File: src/rtl/t_pulse_gen_pkg.sv
// rtl/t_pulse_gen_pkg.sv - shared state encoding and default widths for t_pulse_gen
package t_pulse_gen_pkg;

  localparam logic [1:0] ST_IDLE = 2'd0;
  localparam logic [1:0] ST_ON   = 2'd1;
  localparam logic [1:0] ST_OFF  = 2'd2;

  localparam int DEF_CNT_W   = 8;
  localparam int DEF_BURST_W = 4;

endpackage

File: src/rtl/t_phase_counter.sv
// rtl/t_phase_counter.sv - loadable down-counter timing one ON/OFF phase
module t_phase_counter
  import t_pulse_gen_pkg::*;
#(
  parameter int CNT_W = DEF_CNT_W
) (
  input  logic             i_clk,
  input  logic             i_rst,
  input  logic             i_load,
  input  logic [CNT_W-1:0] i_load_val,
  input  logic             i_en,
  output logic             o_zero
);

  logic [CNT_W-1:0] r_cnt;

  // Holds at zero so a phase end is seen for exactly one cycle before reload
  always_ff @(posedge i_clk or negedge i_rst) begin
    if (!i_rst) begin
      r_cnt <= '0;
    end else if (i_load) begin
      r_cnt <= i_load_val;
    end else if (i_en && (r_cnt != '0)) begin
      r_cnt <= r_cnt - CNT_W'(1);
    end
  end

  assign o_zero = (r_cnt == '0);

endmodule

File: src/rtl/t_pulse_gen.sv
// rtl/t_pulse_gen.sv - burst generator for T_flip_flop.t; T_PULSE_GEN_CONTINUOUS_EN makes bursts=0 run forever
module t_pulse_gen
  import t_pulse_gen_pkg::*;
#(
  parameter int CNT_W   = DEF_CNT_W,
  parameter int BURST_W = DEF_BURST_W
) (
  input  logic               i_clk,
  input  logic               i_rst,
  input  logic               i_start,
  input  logic               i_abort,
  input  logic [CNT_W-1:0]   i_on_cycles,
  input  logic [CNT_W-1:0]   i_off_cycles,
  input  logic [BURST_W-1:0] i_bursts,
  output logic               o_t,
  output logic               o_busy,
  output logic               o_done,
  output logic [BURST_W-1:0] o_burst_idx
);

  logic [1:0]         r_state;
  logic [CNT_W-1:0]   r_on;
  logic [CNT_W-1:0]   r_off;
  logic [BURST_W-1:0] r_bursts;
  logic [BURST_W-1:0] r_idx;
  logic               r_t;
  logic               r_done;

  logic [1:0]         w_state_nxt;
  logic [BURST_W-1:0] w_idx_nxt;
  logic               w_done_nxt;
  logic               w_latch;
  logic               w_load;
  logic [CNT_W-1:0]   w_load_val;
  logic               w_zero;
  logic               w_burst_end;
  logic               w_last;
  logic               w_zero_run;
  logic [CNT_W-1:0]   w_start_on_m1;
  logic [CNT_W-1:0]   w_on_m1;

  assign w_start_on_m1 = (i_on_cycles == '0) ? '0 : i_on_cycles - CNT_W'(1);
  assign w_on_m1       = (r_on == '0) ? '0 : r_on - CNT_W'(1);

`ifdef T_PULSE_GEN_CONTINUOUS_EN
  assign w_zero_run = 1'b0;
  assign w_last     = (r_bursts != '0) && (r_idx == r_bursts - BURST_W'(1));
`else
  assign w_zero_run = (i_bursts == '0);
  assign w_last     = (r_idx == r_bursts - BURST_W'(1));
`endif

  always_comb begin
    w_state_nxt = r_state;
    w_idx_nxt   = r_idx;
    w_done_nxt  = 1'b0;
    w_latch     = 1'b0;
    w_load      = 1'b0;
    w_load_val  = '0;
    w_burst_end = 1'b0;
    case (r_state)
      ST_IDLE: begin
        if (i_start && !i_abort) begin
          w_latch = 1'b1;
          if (w_zero_run) begin
            w_done_nxt = 1'b1;
          end else begin
            w_state_nxt = ST_ON;
            w_idx_nxt   = '0;
            w_load      = 1'b1;
            w_load_val  = w_start_on_m1;
          end
        end
      end
      ST_ON: begin
        if (i_abort) begin
          w_state_nxt = ST_IDLE;
          w_idx_nxt   = '0;
        end else if (w_zero) begin
          if (r_off != '0) begin
            w_state_nxt = ST_OFF;
            w_load      = 1'b1;
            w_load_val  = r_off - CNT_W'(1);
          end else begin
            w_burst_end = 1'b1;
          end
        end
      end
      ST_OFF: begin
        if (i_abort) begin
          w_state_nxt = ST_IDLE;
          w_idx_nxt   = '0;
        end else if (w_zero) begin
          w_burst_end = 1'b1;
        end
      end
      default: begin
        w_state_nxt = ST_IDLE;
        w_idx_nxt   = '0;
      end
    endcase
    if (w_burst_end) begin
      if (w_last) begin
        w_state_nxt = ST_IDLE;
        w_idx_nxt   = '0;
        w_done_nxt  = 1'b1;
      end else begin
        w_state_nxt = ST_ON;
        w_idx_nxt   = r_idx + BURST_W'(1);
        w_load      = 1'b1;
        w_load_val  = w_on_m1;
      end
    end
  end

  always_ff @(posedge i_clk or negedge i_rst) begin
    if (!i_rst) begin
      r_state  <= ST_IDLE;
      r_on     <= '0;
      r_off    <= '0;
      r_bursts <= '0;
      r_idx    <= '0;
      r_t      <= 1'b0;
      r_done   <= 1'b0;
    end else begin
      r_state <= w_state_nxt;
      r_idx   <= w_idx_nxt;
      r_t     <= (w_state_nxt == ST_ON);
      r_done  <= w_done_nxt;
      if (w_latch) begin
        r_on     <= i_on_cycles;
        r_off    <= i_off_cycles;
        r_bursts <= i_bursts;
      end
    end
  end

  t_phase_counter #(.CNT_W(CNT_W)) u_phase_counter (
    .i_clk      (i_clk),
    .i_rst      (i_rst),
    .i_load     (w_load),
    .i_load_val (w_load_val),
    .i_en       (o_busy),
    .o_zero     (w_zero)
  );

  assign o_t         = r_t;
  assign o_busy      = (r_state != ST_IDLE);
  assign o_done      = r_done;
  assign o_burst_idx = r_idx;

endmodule

File: config.mk
export PLATFORM = sky130hd
export DESIGN_NAME = t_pulse_gen
export DESIGN_NICKNAME = d
export VERILOG_FILES = /design/src/rtl/t_pulse_gen_pkg.sv /design/src/rtl/t_phase_counter.sv /design/src/rtl/t_pulse_gen.sv
export SDC_FILE = /design/constraint.sdc
export NUM_CORES = 1
export LEC_CHECK = 0
export CORE_ASPECT_RATIO = 1.4
export CORE_MARGIN = 5
export CORE_UTILIZATION = 45
export CTS_BUF_LIST = sky130_fd_sc_hd__clkbuf_8 sky130_fd_sc_hd__clkbuf_16
export DETAILED_ROUTE_END_ITERATION = 16
export PLACE_DENSITY = 0.67
export SKIP_LAST_GASP = 1
export SLEW_MARGIN = 10
export SYNTH_ARGS = -nofsm -noshare
export SYNTH_HDL_FRONTEND = slang
export SYNTH_SLANG_ARGS = --single-unit
File: constraint.sdc
create_clock -name i_clk -period 3.59 [get_ports i_clk]
set_input_delay 1.077 -clock i_clk [delete_from_list [all_inputs] [get_ports i_clk]]
set_output_delay 1.077 -clock i_clk [all_outputs]
set_load 0.03 [all_outputs]
**Word level (Yosys, flattened, before mapping)**

Cells that the tools add are included.

- Add/subtract/negate cells: 6
- Equality and inequality tests: 7
- Multiplexer cells: 48
- Reduce and logical (&&, ||, !) cells: 14

Operators by type and width:

| kind | number |
|---|---|
| 8-bit 2-to-1 mux | 11 |
| 8-bit by 1-bit subtractor with 8-bit output (second input constant) | 4 |
| 8-bit zero test | 3 |
| 1-bit 2-to-1 mux | 20 |
| 4-bit 2-to-1 mux | 5 |
| 8-bit case mux with 2 select lines | 1 |
| 8-bit nonzero test | 2 |
| 2-bit 2-to-1 mux | 7 |
| 4-bit case mux with 2 select lines | 1 |
| 3-bit != test (second input constant) | 2 |
| 2-bit case mux with 3 select lines | 1 |
| 4-bit by 1-bit adder with 4-bit output (second input constant) | 1 |
| 2-bit by 1-bit equality test with 1-bit output (second input constant) | 2 |
| 4-bit equality test | 1 |
| 4-bit zero test | 1 |
| 1-bit case mux with 2 select lines | 2 |
| 2-bit nonzero test | 2 |
| 4-bit by 1-bit subtractor with 4-bit output (second input constant) | 1 |
| 3-bit by 1-bit != test with 1-bit output (second input constant) | 1 |
| 3-bit AND reduction | 1 |
| 2-bit equality test (second input constant) | 1 |
| 1-bit logical AND | 2 |
| 2-bit zero test | 1 |
| 2-bit OR reduction | 1 |
| 1-bit zero test | 1 |

- Flip-flop bits (word level): 36
- Logic and storage cells: 83

**Longest topological paths before layout**

Gate-level depths: netlist of the first run.

- Depth after elaboration: 8
- Gate-level depth with buffers: 9

**Modules after synthesis**

Synthesis of the first run repeated with hierarchy kept, for this count alone.

- Cells, all modules: 244
- Area total of the unflattened synthesis: 2441.1 um^2

By module, submodules not included:

| module | instances | cells an instance | area each (um^2) | seq. area each (um^2) |
|---|---|---|---|---|
| t_pulse_gen | 1 | 186 | 1913.1 | 700.7 |
| t_phase_counter | 1 | 58 | 528.0 | 200.2 |

**Worst setup path after synthesis of the first run**

OpenSTA, ideal clock, no wires.

- Path type: input -> register
- Start: input port i_on_cycles[5]
- End: register u_phase_counter.r_cnt[2]
- Arrival: 2.516 ns
- Data required time: 3.455 ns
- Setup slack: 0.939 ns
- Stages on the path: 5
- Path through: or4_1 o311ai_1 nor2_1 o21ai_0 a31oi_1

- Word-level cells in the longest chain between the ends: 8

RTL lines:

| element | RTL line | RTL |
|---|---|---|
| start: declaration | t_pulse_gen.sv:12 | `input logic [CNT_W-1:0] i_on_cycles,` |
| 8-bit zero test * | t_pulse_gen.sv:42 | `assign w_start_on_m1 = (i_on_cycles == '0) ? '0 : i_on_cycles - CNT_W'(1);` |
| 8-bit 2-to-1 mux * | t_pulse_gen.sv:42 |  |
| 8-bit 2-to-1 mux * | t_pulse_gen.sv:65 | `if (w_zero_run) begin` |
| 8-bit 2-to-1 mux * | t_pulse_gen.sv:63 | `if (i_start && !i_abort) begin` |
| 8-bit case mux with 2 select lines * | t_pulse_gen.sv:61 | `case (r_state)` |
| 8-bit 2-to-1 mux | t_pulse_gen.sv:103 | `if (w_last) begin` |
| 8-bit 2-to-1 mux * | t_pulse_gen.sv:102 | `if (w_burst_end) begin` |
| 8-bit 2-to-1 mux * | t_phase_counter.sv:21 | `end else if (i_load) begin` |
| end signal: assignment | t_phase_counter.sv:22 | `r_cnt <= i_load_val;` |
| end signal: assignment | t_phase_counter.sv:24 | `r_cnt <= r_cnt - CNT_W'(1);` |
| end: declaration | t_phase_counter.sv:15 | `logic [CNT_W-1:0] r_cnt;` |

Every way passes the cells marked *; elsewhere a longest branch is shown, timed or not.
A chain may end at the register's enable or synchronous reset.

**Worst setup path after layout of the first run**

- Start: register r_state[0]
- End: output port o_busy

- Word-level cells in the longest chain between the ends: 1

RTL lines:

| element | RTL line | RTL |
|---|---|---|
| start: declaration | t_pulse_gen.sv:21 | `logic [1:0] r_state;` |
| start signal: assignment | t_pulse_gen.sv:126 | `r_state <= w_state_nxt;` |
| 2-bit nonzero test | t_pulse_gen.sv:148 | `assign o_busy = (r_state != ST_IDLE);` |
| end: declaration | t_pulse_gen.sv:16 | `output logic o_busy,` |

Every way passes these cells.

==> metrics list, run 1 <==
- Total Routing Usage GR: 17.4%
* CTS root buffer: sky130_fd_sc_hd__clkbuf_8
- Hold Slack: 498 ps
- CTS Buffer Depth: 2
- For this run, design rule violations remaining after detail routing come to 0.
- Post-synthesis instance total: 295
* CP Max Fanout: 8
- Height of the chip: 98.4 um
- Largest voltage drop on the vdd net: 0.363 mV
* Setup slack at placement: 356 ps
- The H-tree was split into 2 levels.
- Initial Utilization: 45.8%
- Total power: 1850 uW
* Post-layout nets: 364
- The first global-routing pass estimated 10000 um of wire.
- Data arrival time of the critical path: 1940 ps
* Run status: finished clean
- Dominant cells by area after synthesis: sky130_fd_sc_hd__dfrtp_1 36%, sky130_fd_sc_hd__nand2_1 8.7%, sky130_fd_sc_hd__ha_1 6.5%
- The share of total power dissipated in combinational logic is 45.0%.
- Final Worst Setup Slack: 578 ps
- Maximum number of pins on one net before global-route repair: 37
- Of all flip-flops after synthesis, the portion carrying an async set or reset was 100%.
- Most used standard cells in the synthesized netlist: 58 x sky130_fd_sc_hd__nand2_1, 36 x sky130_fd_sc_hd__dfrtp_1, 19 x sky130_fd_sc_hd__inv_1
* Clock buffers created by TritonCTS: 5
- Data on the critical path is required at its endpoint by 2510 ps.
- TritonCTS clock tree: done
* Number of I/O port buffers: 30
* Final global-route overflow total: 0
- Worst-case headroom to the max-slew limit: 43.0%
* ANT nets after route: 0
- Crit. End Element: primary output
- The final count of pins violating max slew was 0.
- The number of gates resized after CTS was 0.
- Design area: 2970 um^2
- Summed over its instances, the top area cell type makes up 35.9% of the synthesized netlist area.
- Critical Path, Cell by Cell: inv_1, ha_1, inv_1, clkdlybuf4s50_1
* Yosys top cell by area: sky130_fd_sc_hd__dfrtp_1
- Slew at the pin closest to its max-slew limit: 848 ps
- Kind of cell with the highest combined delay on the critical path: buffers and inverters
- The Yosys step of the flow raised 0 warnings.
- For this design the total switching power over the nets is 772 uW.
- Dividing the detail-routed wire length by the instance count gives 14.8 um.
- Synthesis inferred 36 register bits.
- Hold violation count in the final report: 0
* Class of the most critical setup path: reg2out
- Critical path's most frequent cell: sky130_fd_sc_hd__inv_1
- Mapped Nets: 332
- The number of antenna diodes in the final layout is 0.
- In this run, synthesis inferred 0 flip-flops with an integrated enable.
- Net switching is 41.6% of the power.
- Clock-pin slew on the worst setup and hold paths: 70 ps
- The congestion estimate from routability-driven global placement came to 0.924.
* RSZ-0062 raised after global routing: no
- Setup violators final: 0
* Die area: 7190 um^2
* Setup Skew: 9.38 ps
* Leakage: 0.00127 uW
- Power spread over the standard cell area amounts to 624 nW/um^2.
- Placed wire-length estimate: 4660 um
* Site Rows: 32
* WL final: 5870 um
* Antenna violations before repair: 0
- Boundary pin count: 31
* Portion of total power attributed to sequential cells: 39.5%
* First-pass DRT Iterations: 5
- Placed Area: 2880 um^2
- Critical Path Max Stage Delay: 700 ps
* Post CTS Setup Buffer Count: 0
* Area added between synthesis and finish: 18.5%
- Post-Syn Area per Cell: 8.51 um^2
- Startpoint class of the critical path: flip-flop
- Area of the placeable core: 5490 um^2
- Among all flip-flop cells after synthesis, the most frequent one is sky130_fd_sc_hd__dfrtp_1.
- Path category of the worst min-delay check: reg2reg
- Netlist area before placement: 2510 um^2
* Power Internal: 1080 uW
- The number of global-route vias before repair is 2169.
* Insertion delay to the later sink of the worst-skew pair: 280 ps
- Layout cells sized above 1: 7.01%
- Aggregate negative setup slack: 0 ps
- The clock network is responsible for 15.4% of the overall power.
* Crit path buf inv count: 3
- Derived from the worst setup path, the maximum achievable clock frequency is 0.332 GHz.
- Min Clock Period, post-route: 3010 ps
- Max-capacitance violation count: 0
- Number of vias after detailed routing: 2171
- Slowest cell on the critical path: sky130_fd_sc_hd__clkdlybuf4s50_1
- Hold Buf Count CTS: 0
- Number of library cell types mapped by synthesis: 50
- Cell with the most instances after synthesis: sky130_fd_sc_hd__nand2_1
* Number of vias per cell: 5.48
- Share of synthesized area occupied by flip-flops and latches: 35.9%
* Clock tree sinks: 36
* First-iteration detailed-routing DRC count: 112
- Fraction of the cycle the final worst path needs: 83.9%
- Die width: 73.1 um
## state kept, by name, indices dropped and copies added (netlist names)
name                   flops
r_on                       8
o_t                        1
r_off                      8
r_bursts                   4
o_done                     1
u_phase_counter.r_cnt      8
o_burst_idx                4
r_state                    2
## layout by cell type, fill, tap and decap left out, types with 2 or more instances in the layout
master / n
sky130_fd_sc_hd__a21oi_1: 7
sky130_fd_sc_hd__a21o_1: 2
sky130_fd_sc_hd__or4_4: 2
sky130_fd_sc_hd__nor3_1: 8
sky130_fd_sc_hd__o31ai_1: 4
sky130_fd_sc_hd__nand2_1: 58
sky130_fd_sc_hd__o21ai_0: 17
sky130_fd_sc_hd__nor4_4: 2
sky130_fd_sc_hd__nor4_1: 8
sky130_fd_sc_hd__dfrtp_1: 36
sky130_fd_sc_hd__clkdlybuf4s50_1: 30
sky130_fd_sc_hd__xor2_1: 5
sky130_fd_sc_hd__ha_1: 13
sky130_fd_sc_hd__or3_1: 6
sky130_fd_sc_hd__mux2i_1: 3
sky130_fd_sc_hd__o31a_1: 2
sky130_fd_sc_hd__inv_1: 21
sky130_fd_sc_hd__a2111oi_0: 3
sky130_fd_sc_hd__nand3_1: 12
sky130_fd_sc_hd__or3b_2: 2
sky130_fd_sc_hd__o211ai_1: 2
sky130_fd_sc_hd__nor2_1: 14
sky130_fd_sc_hd__xnor2_1: 12
sky130_fd_sc_hd__or4b_2: 2
sky130_fd_sc_hd__nand2b_1: 4
sky130_fd_sc_hd__a31oi_1: 9
sky130_fd_sc_hd__clkbuf_8: 6
sky130_fd_sc_hd__or4_1: 5
sky130_fd_sc_hd__nor3b_1: 3
sky130_fd_sc_hd__a22oi_1: 2
sky130_fd_sc_hd__buf_4: 5
sky130_fd_sc_hd__o21ai_1: 6
## final timing paths
kind | slack (ps) | from | cells after the start | end
worst min register to register | 500 | r_bursts[3] | 2 | r_bursts[3]
min in group asynchronous | 1210 | i_rst | 2 | r_off[2]
worst max-delay path | 580 | r_state[0] | 4 | o_busy
worst max register to register | 950 | u_phase_counter.r_cnt[0] | 7 | u_phase_counter.r_cnt[2]
worst min-delay path | 500 | r_bursts[3] | 2 | r_bursts[3]
max in group asynchronous | 2050 | i_rst | 2 | u_phase_counter.r_cnt[3]
## worst min-delay path, cell delays in order, from the launching register on
cell and delay [ps]:
sky130_fd_sc_hd__dfrtp_1 360, sky130_fd_sc_hd__nand2_1 60, sky130_fd_sc_hd__nand2_1 50
## layer usage
layer / track usage (%) / vias to the layer above / share of wire [%]
met5: 0 / - / 0
met4: 6.68 / 0 / 2.4
met3: 2.68 / 14 / 3.8
met2: 29.2 / 50 / 50
met1: 22.1 / 992 / 43
li1: - / 1115 / -
## cells by family after synthesis
kind of cell,after synthesis,share of synthesized area [%]
and+or+nand+nor,132,27.6
AOI/OAI and AO/OA,64,17.2
DFF,36,35.9
buffers and inverters,29,4.79
xor gates and xnor gates,18,6.83
adders and majority gates,13,6.48
muxes,3,1.20
## layout make-up
class,count,area (um^2)
Tap cell,68,85.1
Fill cell,524,2510
Inverter,19,71.3
Multi-Input combinational cell,230,1490
Clock buffer,6,82.6
Sequential cell,36,901
Clock inverter,2,7.51
Timing Repair Buffer,35,338
## through the flow
step	utilization, %	std cells
floorplan	-	295
global placement	52.6	388
detailed placement	52.6	388
CTS	54.2	396
global route	54.2	396
finish	54.2	396
## power groups by stage
| stage | Sequential [uW] | Combinational (uW) | Clock [uW] |
|---|---|---|---|
| after CTS | 733 | 841 | 293 |
| after global routing | 763 | 942 | 311 |
| final | 733 | 835 | 286 |
| after global placement | 735 | 817 | 0 |
| after floorplan | 713 | 633 | 0 |
| after detailed placement | 740 | 835 | 0 |
Note: power is estimated with default switching activity, not from simulation.
==> run 2, diff against run 1 <==
PLACE_DENSITY = 0.69   (was 0.67)
clock period = 2.65 ns   (was 3.59 ns; I/O delays follow)
==> run 2 against run 1 <==
Sequential power increased by 38%. Power increased by 39%. Critical path type is now in2reg. Largest cell class unchanged. Design area increased by 8.2%. Clock-buffer cell count unchanged. Critical path depth increased by 2. Die area unchanged. Largest power group unchanged. First-iteration DRC count decreased by 29%. Sequential cell count unchanged. Via count increased by 8.0%. Cell count increased by 7.3%.
==> metrics list, run 2 (same netlist as run 1, synthesis figures left out) <==
- Run status: finished clean (unchanged)
- Number of vias after detailed routing: 2344 (was 2171)
- The area of the core came to 5490 um^2 (unchanged).
- Setup violators final: 0 (unchanged)
- The starting utilization of the core area is 45.8% (unchanged).
- RSZ-0062 raised after global routing: no (unchanged)
- The met1 global-route usage is 23.3% (was 22.1%).
* TritonCTS clock tree: done (unchanged)
- The weighted congestion reported at the end of routability-driven placement came to 0.881 (was 0.924).
* Final global-route overflow total: 0 (unchanged)
* Layout cells sized above 1: 15.4% (was 7.01%)
- The met3 usage in global routing came to 2.57% (was 2.68%).
- The worst-case setup margin in the final layout was 123 ps (was 578 ps).
* ANT nets after route: 0 (unchanged)
- The total of fill cells in the finished design came to 494 (was 524).
* Leakage: 0.00142 uW (was 0.00127 uW)
- The headroom to the max-slew limit is 43.3% (was 43.0%).
* Path category of the worst min-delay check: reg2reg (unchanged)
- Clock buffers created by TritonCTS: 5 (unchanged)
- Setup Skew: 2.21 ps (was 9.38 ps)
- The number of DRC violations after detailed routing came to 0 (unchanged).
* Height of the chip: 98.4 um (unchanged)
* Layer with the highest usage after global routing: met2 (unchanged)
- The number of vias per cell was 5.52 (was 5.48).
- The sum of negative setup slack was 0 ps (unchanged).
- Crit. End Element: flip-flop (was primary output)
- The worst setup timing slack at the placement stage is -236 ps (was 356 ps).
- The total number of nets in the final design was 393 (was 364).
- Subtracting the final worst setup slack from the clock period gives 2530 ps.
* Number of I/O port buffers: 30 (unchanged)
* Total Routing Usage GR: 18.5% (was 17.4%)
* Class of the most critical setup path: in2reg (was reg2out)
- CTS root buffer: sky130_fd_sc_hd__clkbuf_8 (unchanged)
* Die area: 7190 um^2 (unchanged)
- The number of standard-cell rows in the floorplan is 32 (unchanged).
- The buffer levels on the longest clock path came to 2 (unchanged).
* Number of H-tree levels: 2 (unchanged)
- Achievable frequency: 0.396 GHz
- First-pass DRT Iterations: 4 (was 5)
- The boundary pin count came to 31 (unchanged).
- The latest clock arrival within the worst-skew pair came to 290 ps (was 280 ps).
* Antenna violations before repair: 0 (unchanged)
* Maximum number of pins on one net before global-route repair: 37 (unchanged)
* CP Max Fanout: 3 (was 8)
* Number of max-slew violations in the final report: 0 (unchanged)
- The peak ir drop on the vdd network was 0.503 mV (was 0.363 mV).
* Pwr dens: 804 nW/um^2 (was 624 nW/um^2)
* Fraction of the cycle the final worst path needs: 95.4%
- Biggest registers after layout: r_off (8), r_on (8), u_phase_counter.r_cnt (8) (unchanged).
- Max-capacitance violation count: 0 (unchanged)
* Clock tree sinks: 36 (unchanged)
- First-iteration detailed-routing DRC count: 79 (was 112)
- The transition time of the tightest slew-check pin was 843 ps (was 848 ps).
- Clock-pin slew on the worst setup and hold paths: 60 ps (was 70 ps)
- Area added between synthesis and finish: 28.2% (was 18.5%)
* Required time reported for the critical path endpoint: 2860 ps (was 2510 ps)
* WL final: 6240 um (was 5870 um)
* Hold Slack: 522 ps (was 498 ps)
- Hold violation count in the final report: 0 (unchanged)
* Startpoint class of the critical path: primary input (was flip-flop)
- Vias in the first global route: 2295 (was 2169)
- The met2 capacity usage during global routing was 31.4% (was 29.2%).
- The final routed wire length divided by cell count came to 14.7 um (was 14.8 um).
* Die width: 73.1 um (unchanged)
* First-pass GRT wire length: 10700 um (was 10000 um)
- Placed wire-length estimate: 4930 um (was 4660 um)
* Diodes inserted: 0 (unchanged)
- The most common cell after layout, fill and taps aside was sky130_fd_sc_hd__nand2_1 (unchanged).
- The critical path arrival is 2730 ps (was 1940 ps).
- Most frequent cells in the layout: 58 x sky130_fd_sc_hd__nand2_1, 36 x sky130_fd_sc_hd__dfrtp_1, 33 x sky130_fd_sc_hd__buf_4 (was 58 x sky130_fd_sc_hd__nand2_1, 36 x sky130_fd_sc_hd__dfrtp_1, 30 x sky130_fd_sc_hd__clkdlybuf4s50_1).
- Hold Buf Count CTS: 0 (unchanged)
## run 2: cell types whose count changed in the layout (fill, tap and decap cells not counted)
cell,previous run,this run
sky130_fd_sc_hd__buf_12,0,1
sky130_fd_sc_hd__clkdlybuf4s50_1,30,29
sky130_fd_sc_hd__buf_4,5,33
sky130_fd_sc_hd__a21oi_1,7,6
sky130_fd_sc_hd__or4_1,5,4
sky130_fd_sc_hd__dlygate4sd2_1,0,1
sky130_fd_sc_hd__nor4_1,8,7
sky130_fd_sc_hd__nor4_2,1,2
sky130_fd_sc_hd__or4_4,2,3
sky130_fd_sc_hd__a21oi_2,0,1
## run 2: stage by stage
stage	area, um^2	utilization, %	power (uW)	cells
4_1_cts	3200	58.4	2600	425
6_report	3220	58.6	2590	425
3_3_place_gp	3110	56.8	2160	417
3_5_place_dp	3110	56.8	2200	417
5_1_grt	3220	58.6	2810	425
2_1_floorplan	2510	-	1820	295
## run 2: worst max-delay path, cell delays in order
cell and delay [ps]:
sky130_fd_sc_hd__clkdlybuf4s50_1 410, sky130_fd_sc_hd__or4_4 550, sky130_fd_sc_hd__or4b_2 640, sky130_fd_sc_hd__a21oi_2 140
sky130_fd_sc_hd__o21ai_1 60, sky130_fd_sc_hd__a31oi_1 130
## run 2: area by class of cell
cell class / instances / area [um^2] / area share [%]
inverter: 19 / 71.3 / 2.22
clock buffer: 6 / 82.6 / 2.57
sequential: 36 / 901 / 28.0
clock inverter: 2 / 7.51 / 0.233
tap: 68 / 85.1 / 2.64
timing repair buffer: 64 / 567 / 17.6
multi-input combinational: 230 / 1500 / 46.7
## run 2: final timing paths
check	startpoint	end	slack (ps)	depth (start not counted)
max reg2reg	u_phase_counter.r_cnt[0]	u_phase_counter.r_cnt[3]	170	8
min in group asynchronous	i_rst	r_off[2]	930	2
max in group asynchronous	i_rst	u_phase_counter.r_cnt[3]	1390	2
min	r_bursts[3]	r_bursts[3]	520	2
min reg2reg	r_bursts[3]	r_bursts[3]	520	2
max	i_on_cycles[5]	u_phase_counter.r_cnt[6]	120	6
## run 2: power by group
group          total [uW]  internal, uW  switching (uW)
combinational        1190           544             649
sequential           1010           757             248
clock                 387           204             183
## run 2: repair_timing
action | CTS | global route
buffers inserted | 0 | 0
gates resized for setup | 1 | 3
pin swaps | 0 | 0
setup endpoints to repair | 1 | 2
## run 2: layer usage
metal | routed length (um) | up-vias
met2 | 3210 | 45
li1 | - | 1185
met1 | 2710 | 1104
met4 | 140 | 0
met3 | 189 | 10
met5 | 0 | -
